### src/rtl/jpeg_bit_aligner_pkg.sv
// Shared constants, FSM encoding and marker helpers for the JPEG entropy-stream bit aligner.
package jpeg_bit_aligner_pkg;
   localparam logic [7:0] MK_FF    = 8'hFF;
   localparam logic [7:0] MK_STUFF = 8'h00;
   localparam logic [7:0] MK_EOI   = 8'hD9;
   localparam logic [7:0] MK_RST0  = 8'hD0;

   typedef enum logic [1:0] {
      ST_FILL = 2'd0,
      ST_MARK = 2'd1,
      ST_PAD  = 2'd2
   } state_e;

   function automatic logic is_rst_marker(input logic [7:0] code);
      return code[7:3] == MK_RST0[7:3];
   endfunction
endpackage

### src/rtl/jpeg_bit_aligner_if.sv
// Byte-in / bit-window-out bundle between header parser, aligner and Huffman decoder.
interface jpeg_bit_aligner_if #(
   parameter int WIN_W = 64,
   parameter int CNT_W = 7
);
   logic [7:0]       din;
   logic             din_valid;
   logic             din_ready;
   logic [WIN_W-1:0] win_out;
   logic [CNT_W-1:0] win_bits;
   logic             win_valid;
   logic             consume_en;
   logic [CNT_W-1:0] consume_n;
   logic             pad_active;
   logic             marker_valid;
   logic [7:0]       marker_code;
   logic             marker_ack;
   logic             err;

   modport master (
      output din, din_valid, consume_en, consume_n, marker_ack,
      input  din_ready, win_out, win_bits, win_valid, pad_active, marker_valid, marker_code, err
   );

   modport slave (
      input  din, din_valid, consume_en, consume_n, marker_ack,
      output din_ready, win_out, win_bits, win_valid, pad_active, marker_valid, marker_code, err
   );
endinterface

### src/rtl/jpeg_bit_aligner_destuff.sv
// Byte classifier: removes FF00 stuffing, swallows FF fill bytes and flags FFxx markers.
module jpeg_bit_aligner_destuff
   import jpeg_bit_aligner_pkg::*;
(
   input  logic       clk,
   input  logic       rst_n,
   input  logic       byte_en,
   input  logic [7:0] byte_in,
   output logic       append,
   output logic [7:0] append_byte,
   output logic       marker_hit,
   output logic [7:0] marker_code
);
   logic pend_q, pend_d;

   always_comb begin
      pend_d      = pend_q;
      append      = 1'b0;
      append_byte = byte_in;
      marker_hit  = 1'b0;
      marker_code = byte_in;
      if (byte_en) begin
         if (!pend_q) begin
            if (byte_in == MK_FF) pend_d = 1'b1;
            else                  append = 1'b1;
         end else if (byte_in == MK_STUFF) begin
            append      = 1'b1;
            append_byte = MK_FF;
            pend_d      = 1'b0;
         end else if (byte_in != MK_FF) begin
            // FF FF is a fill byte: stay pending until something else shows up
            marker_hit = 1'b1;
            pend_d     = 1'b0;
         end
      end
   end

   always_ff @(posedge clk) begin
      if (!rst_n) pend_q <= 1'b0;
      else        pend_q <= pend_d;
   end
endmodule

### src/rtl/jpeg_bit_aligner.sv
// MSB-aligned bit window over the destuffed ECS byte stream, with RSTn/EOI marker handling.
// Define JPEG_STREAM_RESTART_EN to flush on RST0..7 and check their cyclic order.
module jpeg_bit_aligner
   import jpeg_bit_aligner_pkg::*;
#(
   parameter int WIN_W = 64,
   parameter int BUF_W = 96,
   parameter int CNT_W = 7
) (
   input logic               clk,
   input logic               rst_n,
   jpeg_bit_aligner_if.slave bus
);
   localparam logic [CNT_W-1:0] FILL_LIM  = CNT_W'(BUF_W - 8);
   localparam logic [CNT_W-1:0] WIN_LIM   = CNT_W'(WIN_W);
   localparam logic [CNT_W-1:0] BYTE_BITS = CNT_W'(8);

   state_e           state_q, state_d;
   logic [BUF_W-1:0] buf_q, buf_d, ins;
   logic [CNT_W-1:0] cnt_q, cnt_d, take, base;
   logic             din_ready_q, din_ready_d;
   logic             mv_q, mv_d, pad_q, pad_d, err_q, err_d;
   logic [7:0]       code_q, code_d;
   logic             accept, append, marker_hit, rst_mk;
   logic [7:0]       append_byte, hit_code;

   assign accept = bus.din_valid & din_ready_q;

   jpeg_bit_aligner_destuff u_destuff (
      .clk         (clk),
      .rst_n       (rst_n),
      .byte_en     (accept),
      .byte_in     (bus.din),
      .append      (append),
      .append_byte (append_byte),
      .marker_hit  (marker_hit),
      .marker_code (hit_code)
   );

`ifdef JPEG_STREAM_RESTART_EN
   logic [2:0] idx_q, idx_d;
   always_ff @(posedge clk) begin
      if (!rst_n) idx_q <= '0;
      else        idx_q <= idx_d;
   end
`endif

   always_comb begin
      // Consume is applied before the append so a byte lands right after the surviving bits
      take  = bus.consume_en ? bus.consume_n : '0;
      base  = (take > cnt_q) ? '0 : cnt_q - take;
      cnt_d = base + (append ? BYTE_BITS : '0);
      ins   = append ? {append_byte, {(BUF_W-8){1'b0}}} : '0;
      buf_d = (buf_q << take) | (ins >> base);

      err_d   = err_q | ((take > cnt_q) && (state_q != ST_PAD));
      state_d = state_q;
      mv_d    = mv_q;
      pad_d   = pad_q;
      code_d  = code_q;
`ifdef JPEG_STREAM_RESTART_EN
      idx_d  = idx_q;
      rst_mk = is_rst_marker(code_q);
`else
      rst_mk = 1'b0;
`endif

      case (state_q)
         ST_FILL: if (marker_hit) begin
            state_d = ST_MARK;
            mv_d    = 1'b1;
            code_d  = hit_code;
`ifdef JPEG_STREAM_RESTART_EN
            if (is_rst_marker(hit_code)) begin
               if (hit_code[2:0] != idx_q) err_d = 1'b1;
               idx_d = idx_q + 3'd1;
            end else if (hit_code != MK_EOI) begin
               err_d = 1'b1;
            end
`else
            if (hit_code != MK_EOI) err_d = 1'b1;
`endif
         end
         ST_MARK: if (bus.marker_ack) begin
            mv_d = 1'b0;
            if (code_q == MK_EOI) begin
               state_d = ST_PAD;
               pad_d   = 1'b1;
            end else begin
               state_d = ST_FILL;
               if (rst_mk) begin
                  cnt_d = '0;
                  buf_d = '0;
               end
            end
         end
         default: ;
      endcase

      // Past EOI every bit below the valid region reads as 1
      if (state_d == ST_PAD) buf_d = buf_d | ({BUF_W{1'b1}} >> cnt_d);
      din_ready_d = (state_d == ST_FILL) && (cnt_d <= FILL_LIM);
   end

   always_ff @(posedge clk) begin
      if (!rst_n) begin
         state_q     <= ST_FILL;
         buf_q       <= '0;
         cnt_q       <= '0;
         din_ready_q <= 1'b0;
         mv_q        <= 1'b0;
         pad_q       <= 1'b0;
         err_q       <= 1'b0;
         code_q      <= '0;
      end else begin
         state_q     <= state_d;
         buf_q       <= buf_d;
         cnt_q       <= cnt_d;
         din_ready_q <= din_ready_d;
         mv_q        <= mv_d;
         pad_q       <= pad_d;
         err_q       <= err_d;
         code_q      <= code_d;
      end
   end

   assign bus.din_ready    = din_ready_q;
   assign bus.win_out      = buf_q[BUF_W-1 -: WIN_W];
   assign bus.win_bits     = cnt_q;
   assign bus.win_valid    = pad_q | (cnt_q >= WIN_LIM);
   assign bus.pad_active   = pad_q;
   assign bus.marker_valid = mv_q;
   assign bus.marker_code  = code_q;
   assign bus.err          = err_q;
endmodule

### src/flat_wrapper.sv
// flat-port wrapper written by rule: the top's interface ports become plain ports
module jpeg_bit_aligner_flat import jpeg_bit_aligner_pkg::*;
#(
   parameter int WIN_W = 64,
   parameter int BUF_W = 96,
   parameter int CNT_W = 7
)
  (clk, rst_n, bus_din, bus_din_valid, bus_consume_en, bus_consume_n, bus_marker_ack, bus_din_ready, bus_win_out, bus_win_bits, bus_win_valid, bus_pad_active, bus_marker_valid, bus_marker_code, bus_err);
  jpeg_bit_aligner_if #(.WIN_W(WIN_W), .CNT_W(CNT_W)) bus_i ();
  input logic clk;
  input logic rst_n;
  input wire logic [$bits(bus_i.din)-1:0] bus_din;
  input wire logic [$bits(bus_i.din_valid)-1:0] bus_din_valid;
  input wire logic [$bits(bus_i.consume_en)-1:0] bus_consume_en;
  input wire logic [$bits(bus_i.consume_n)-1:0] bus_consume_n;
  input wire logic [$bits(bus_i.marker_ack)-1:0] bus_marker_ack;
  output wire logic [$bits(bus_i.din_ready)-1:0] bus_din_ready;
  output wire logic [$bits(bus_i.win_out)-1:0] bus_win_out;
  output wire logic [$bits(bus_i.win_bits)-1:0] bus_win_bits;
  output wire logic [$bits(bus_i.win_valid)-1:0] bus_win_valid;
  output wire logic [$bits(bus_i.pad_active)-1:0] bus_pad_active;
  output wire logic [$bits(bus_i.marker_valid)-1:0] bus_marker_valid;
  output wire logic [$bits(bus_i.marker_code)-1:0] bus_marker_code;
  output wire logic [$bits(bus_i.err)-1:0] bus_err;
  assign bus_i.din = bus_din;
  assign bus_i.din_valid = bus_din_valid;
  assign bus_i.consume_en = bus_consume_en;
  assign bus_i.consume_n = bus_consume_n;
  assign bus_i.marker_ack = bus_marker_ack;
  assign bus_din_ready = bus_i.din_ready;
  assign bus_win_out = bus_i.win_out;
  assign bus_win_bits = bus_i.win_bits;
  assign bus_win_valid = bus_i.win_valid;
  assign bus_pad_active = bus_i.pad_active;
  assign bus_marker_valid = bus_i.marker_valid;
  assign bus_marker_code = bus_i.marker_code;
  assign bus_err = bus_i.err;
  jpeg_bit_aligner #(.WIN_W(WIN_W), .BUF_W(BUF_W), .CNT_W(CNT_W)) u_core (.clk(clk), .rst_n(rst_n), .bus(bus_i));
endmodule
### config.mk
export PLATFORM = sky130hd
export DESIGN_NAME = jpeg_bit_aligner_flat
export DESIGN_NICKNAME = d
export VERILOG_FILES = /design/src/rtl/jpeg_bit_aligner_pkg.sv /design/src/rtl/jpeg_bit_aligner_if.sv /design/src/rtl/jpeg_bit_aligner_destuff.sv /design/src/rtl/jpeg_bit_aligner.sv /design/src/flat_wrapper.sv
export SDC_FILE = /design/constraint.sdc
export NUM_CORES = 1
export LEC_CHECK = 0
export ABC_AREA = 0
export CORE_MARGIN = 2
export CORE_UTILIZATION = 30
export CTS_BUF_LIST = sky130_fd_sc_hd__clkbuf_8
export DETAILED_ROUTE_END_ITERATION = 10
export PLACE_DENSITY = 0.57
export SLEW_MARGIN = 15
export SYNTH_ARGS = -nofsm -noshare
export SYNTH_HDL_FRONTEND = slang
export SYNTH_SLANG_ARGS = --single-unit
### constraint.sdc
create_clock -name clk -period 9.8 [get_ports clk]
set_input_delay 0.98 -clock clk [delete_from_list [all_inputs] [get_ports clk]]
set_output_delay 0.98 -clock clk [all_outputs]
set_load 0.02 [all_outputs]
==> Flow_metrics.wiki <==
{| class="wikitable"
! Metric !! Value
|-
| Number of hold-slack violations in the final timing report || 0
|-
| Proportion of total power due to net switching || 0.516
|-
| Initial core utilization || 0.304
|-
| Crit path setup slack, layout || 2030 ps
|-
| Instance count after placement with tap cells included || 2,140
|-
| Critical Path, Cell by Cell || clkdlybuf4s50_1 -> buf_4 -> and2_1 -> clkinv_1 -> buf_4 -> ha_1 -> a21oi_1 -> o21ai_0 -> nand2_1 -> inv_1 -> ha_1 -> ha_1 -> nand2_1 -> nor2_1 -> a31oi_1 -> nand4_1 -> buf_4 -> nor2_1 -> nand2_1 -> o32ai_1 -> o21a_1
|-
| Area occupied by multi-input gates || 9670 sq um
|-
| Unrepaired setup endpoints after global routing || no
|-
| Post-CTS Hold Buffers || 0
|-
| Sequential Area || 2360 sq um
|-
| Number of flops mapped to enable cells by yosys || 0
|-
| Std-Cell Core Area || 43,200 sq um
|-
| Slowest Stage Delay on Critical Path || 900 ps
|-
| Leak || 0.00510 uW
|-
| Unique masters post-synth || 85
|-
| Post-Synthesis Cells || 1,605
|-
| Register bit count reported by yosys || 118
|-
| Crit-path max FO || 25
|-
| Largest delay share family, worst path || simple AND/OR/NAND/NOR gates
|-
| Initial DRC count || 2,549
|-
| Syn. warnings || 0
|-
| Int Power || 1070 uW
|-
| Share of Yosys cell area claimed by the top area cell type || 0.180
|-
| Share of the synthesized netlist area taken by xor and xnor gates || 0.00400
|-
| Maximum vdd drop || 0.0000963 V
|-
| Ports || 104
|-
| Worst-case clock skew || 21.7 ps
|-
| Kind of start point of the critical path || primary input
|-
| Synthesized netlist net count || 1,636
|-
| Largest net degree at the start of global routing || 71
|-
| Die outline width || 213 um
|-
| Setup slack after placement || 1850 ps
|-
| Via/cell ratio || 6.85
|-
| Final cell count without fillers || 2,174
|-
| Worst hold path cell count || 1
|-
| Global-route total usage across every layer || 0.336
|-
| Buffers inserted during post-CTS setup optimization || 0
|-
| Sinks on the clock net || 118
|-
| Endpoint kind of the worst setup timing path || flop
|-
| Period utilisation layout || 0.793
|-
| Share of total power in the clock network || 0.207
|-
| GRT overflow || 0
|-
| Power per Cell Area || 152 nW/um^2
|-
| Resized cells post-CTS || 0
|-
| Minimum clock period after layout || 7770 ps
|-
| Clock latency on the worst-skew pair || 560 ps
|-
| Share of the synthesized area in compound gates (AO/OA/AOI/OAI) || 0.285
|-
| Top_reg_cell synth || sky130_fd_sc_hd__dfxtp_1
|-
| Net count reported at finish || 1,605
|-
| Number of CTS-inserted buffers || 17
|-
| Die Outline Area || 45,500 sq um
|-
| Number of cell instances on the worst register-to-register path || 16
|-
| Via count of the first global-routing pass || 13,800
|-
| Multiplexer fraction of the synthesized cell area || 0.278
|-
| Status || finished, final reports clean
|-
| Number of port buffers || 103
|-
| Total DRC errors in the routed layout || 0
|-
| Worst min-delay path category || reg -> reg
|-
| Biggest area contributors in the synthesized netlist || sky130_fd_sc_hd__dfxtp_1, sky130_fd_sc_hd__mux2i_1, sky130_fd_sc_hd__mux4_2, sky130_fd_sc_hd__nand2_1, sky130_fd_sc_hd__buf_4
|-
| Syn-to-layout area delta || 10.7%
|-
| Post-synth top area cell || sky130_fd_sc_hd__dfxtp_1
|-
| Final-layout setup total negative slack || 0 ps
|-
| Transition time of the tightest slew-check pin || 1170 ps
|-
| Final wirelength || 76,800 um
|-
| Number of endpoints failing setup at the final stage || 0
|-
| Cell with the biggest individual delay on the critical path || sky130_fd_sc_hd__a21oi_1
|-
| Die outline height || 213 um
|-
| Share of synthesized registers carrying an async set or reset || 0
|-
| Normalized max-slew margin || 0.219
|-
| Number of maximum-capacitance constraint violations || 0
|-
| Proportion of power drawn by flip-flops and latches || 0.258
|-
| Share of post-route cells with drive strength above 1 || 0.122
|-
| First-pass GRT wire length || 107,000 um
|-
| Length of the first detailed-routing pass in iterations || 10
|-
| Half-perimeter wire length after placement || 58,300 um
|-
| Post-synthesis sequential area ratio || 0.180
|-
| Post-Syn Area || 13,100 sq um
|-
| Worst Path Arrival || 8270 ps
|-
| Combinational fraction of design power || 0.535
|-
| Total power after layout || 2200 uW
|-
| Number of slew-limit violations in the final report || 0
|-
| Final Wtd Congestion || 1.09
|-
| Average detailed-routed wire length per instance || 35.3 um
|-
| CTS root buffer || sky130_fd_sc_hd__clkbuf_8
|-
| Synthesized area per cell || 8.18 sq um
|-
| Number of fill cells in the layout || 4,588
|-
| Clock Pin Slew Worst Setup and Hold Paths || 80 ps
|-
| Max Clk Rate || 129 MHz
|-
| Std-Cell Rows || 76
|-
| Worst Path Buf+Inv || 6
|-
| Arithmetic-cell share of the synthesized area counting full adders, half adders and majority gates || 0.0111
|-
| Number of buffers on the longest clock path || 2
|-
| Number of vias in the routed layout || 14,900
|-
| Net switching power figure || 1140 uW
|-
| Clock H-tree levels || 4
|-
| Simple logic cell fraction of the synthesized area || 0.155
|-
| Clock tree from TritonCTS || done
|-
| Critical path depth in cells || 21
|-
| Antenna violations before repair || 3
|-
| Type of the setup path with the least slack || in -> reg
|-
| ANT nets after route || 0
|-
| Main combinational cell family by area after synthesis || compound AO/OA/AOI/OAI gates
|-
| Required time at the worst-slack endpoint || 10,290 ps
|}
==> synthesized netlist by cell type, types with 4 or more instances <==
cell,instances
sky130_fd_sc_hd__mux2i_1,179
sky130_fd_sc_hd__nand2_1,151
sky130_fd_sc_hd__nor2_1,142
sky130_fd_sc_hd__dfxtp_1,118
sky130_fd_sc_hd__a21oi_1,97
sky130_fd_sc_hd__o21ai_0,83
sky130_fd_sc_hd__mux4_2,77
sky130_fd_sc_hd__buf_4,75
sky130_fd_sc_hd__clkbuf_1,75
sky130_fd_sc_hd__a22oi_1,59
sky130_fd_sc_hd__o22ai_1,56
sky130_fd_sc_hd__o31a_1,45
sky130_fd_sc_hd__nand3_1,39
sky130_fd_sc_hd__buf_2,33
sky130_fd_sc_hd__nor3_1,32
sky130_fd_sc_hd__a31oi_1,24
sky130_fd_sc_hd__o21a_1,18
sky130_fd_sc_hd__o221ai_1,17
sky130_fd_sc_hd__o211ai_1,16
sky130_fd_sc_hd__a21o_1,14
sky130_fd_sc_hd__a221oi_1,14
sky130_fd_sc_hd__inv_1,14
sky130_fd_sc_hd__and2_1,12
sky130_fd_sc_hd__a211oi_1,11
sky130_fd_sc_hd__and3_1,11
sky130_fd_sc_hd__mux2_2,11
sky130_fd_sc_hd__nand2b_1,11
sky130_fd_sc_hd__or3_1,11
sky130_fd_sc_hd__buf_1,10
sky130_fd_sc_hd__ha_1,10
sky130_fd_sc_hd__a32oi_1,8
sky130_fd_sc_hd__nand4_1,8
sky130_fd_sc_hd__a211o_1,7
sky130_fd_sc_hd__nor4_1,7
sky130_fd_sc_hd__o22a_1,7
sky130_fd_sc_hd__o21ai_1,6
sky130_fd_sc_hd__a22o_1,5
sky130_fd_sc_hd__o211a_1,5
sky130_fd_sc_hd__or2_2,5
sky130_fd_sc_hd__o2bb2ai_1,4
sky130_fd_sc_hd__o31ai_1,4
sky130_fd_sc_hd__o32ai_1,4
sky130_fd_sc_hd__or4_1,4
==> registers in the layout, summed over array words and instances, names as in the netlist <==
signal,cells
u_core.bus.marker_code,8
u_core.buf_q,96
u_core.bus.din_ready,1
u_core.bus.marker_valid,1
u_core.bus.pad_active,1
u_core.u_destuff.pend_q,1
u_core.bus.err,1
u_core.bus.win_bits,7
u_core.state_q,2
==> power groups by stage <==
stage / logic, uW / registers (uW) / clock network [uW]
2_1_floorplan: 706 / 552 / 0
3_3_place_gp: 1130 / 579 / 0
6_report: 1180 / 570 / 455
4_1_cts: 1120 / 567 / 463
5_1_grt: 1210 / 571 / 481
3_5_place_dp: 1110 / 578 / 0
==> placed cells by master, fill, tap and decap left out, drive strengths merged, types with 12 or more instances in the layout <==
master / n
a21o: 14
a21oi: 99
a221oi: 14
a22oi: 61
a31oi: 24
and2: 12
buf: 43
clkbuf: 18
clkdlybuf4s50: 102
dfxtp: 118
inv: 19
mux2i: 179
mux4: 77
nand2: 152
nand3: 39
nor2: 144
nor3: 32
o211ai: 16
o21a: 18
o21ai: 89
o221ai: 17
o22ai: 56
o31a: 45
==> cell families (layout without fill, tap and decap cells) <==
kind of cell,Yosys count,after routing
buffers and inverters,213,194
adder cells (fa/ha/maj),11,11
other,0,3
flip-flops,118,118
AO/OA/AOI/OAI,540,540
multiplexers,267,267
AND/OR/NAND/NOR,450,450
XOR/XNOR,6,6
==> layer usage <==
| layer | wire, um | vias to the layer above | global-route usage |
|---|---|---|---|
| met2 | 31800 | 1246 | 0.482 |
| met3 | 8980 | 253 | 0.0921 |
| li1 | - | 6090 | - |
| met4 | 4890 | 0 | 0.187 |
| met5 | 0 | - | 0 |
| met1 | 31100 | 7302 | 0.451 |
==> area by class of cell <==
cell class | count | share of cell area
Tap cell | 585 | 0.0504
Clock buffer | 18 | 0.0170
Timing Repair Buffer | 145 | 0.0923
Antenna cell | 3 | 0.000516
Sequential cell | 118 | 0.163
Inverter | 18 | 0.00482
Multi-Input combinational cell | 1274 | 0.665
Clock inverter | 13 | 0.00749
==> stage by stage <==
step | area, sq um | utilization | hold slack, ps
CTS | 14500 | 0.337 | 477
global placement | 14200 | 0.328 | 449
global route | 14500 | 0.337 | 496
detailed placement | 14200 | 0.328 | 457
floorplan | 13100 | - | 478
finish | 14500 | 0.337 | 473
==> worst register-to-register path, cell delays in order, from the launching register on <==
cell and delay, ps:
sky130_fd_sc_hd__dfxtp_1 340, sky130_fd_sc_hd__ha_1 420, sky130_fd_sc_hd__a21oi_1 900, sky130_fd_sc_hd__o21ai_0 280
sky130_fd_sc_hd__nand2_1 400, sky130_fd_sc_hd__inv_1 460, sky130_fd_sc_hd__ha_1 410, sky130_fd_sc_hd__ha_1 270
sky130_fd_sc_hd__nand2_1 100, sky130_fd_sc_hd__nor2_1 50, sky130_fd_sc_hd__a31oi_1 190, sky130_fd_sc_hd__nand4_1 120
sky130_fd_sc_hd__buf_4 260, sky130_fd_sc_hd__nor2_1 490, sky130_fd_sc_hd__nand2_1 590, sky130_fd_sc_hd__o32ai_1 520
sky130_fd_sc_hd__o21a_1 160
==> path summary, 6_finish.rpt <==
path	from	endpoint	slack [ps]
worst max-delay path	bus_consume_en	u_core.buf_q[93]	2030
worst min-delay path	u_core.bus.err	u_core.bus.err	470
worst max register to register	u_core.bus.win_bits[6]	u_core.buf_q[93]	3780
worst min register to register	u_core.bus.err	u_core.bus.err	470
Power figures use the tool's default switching activity.
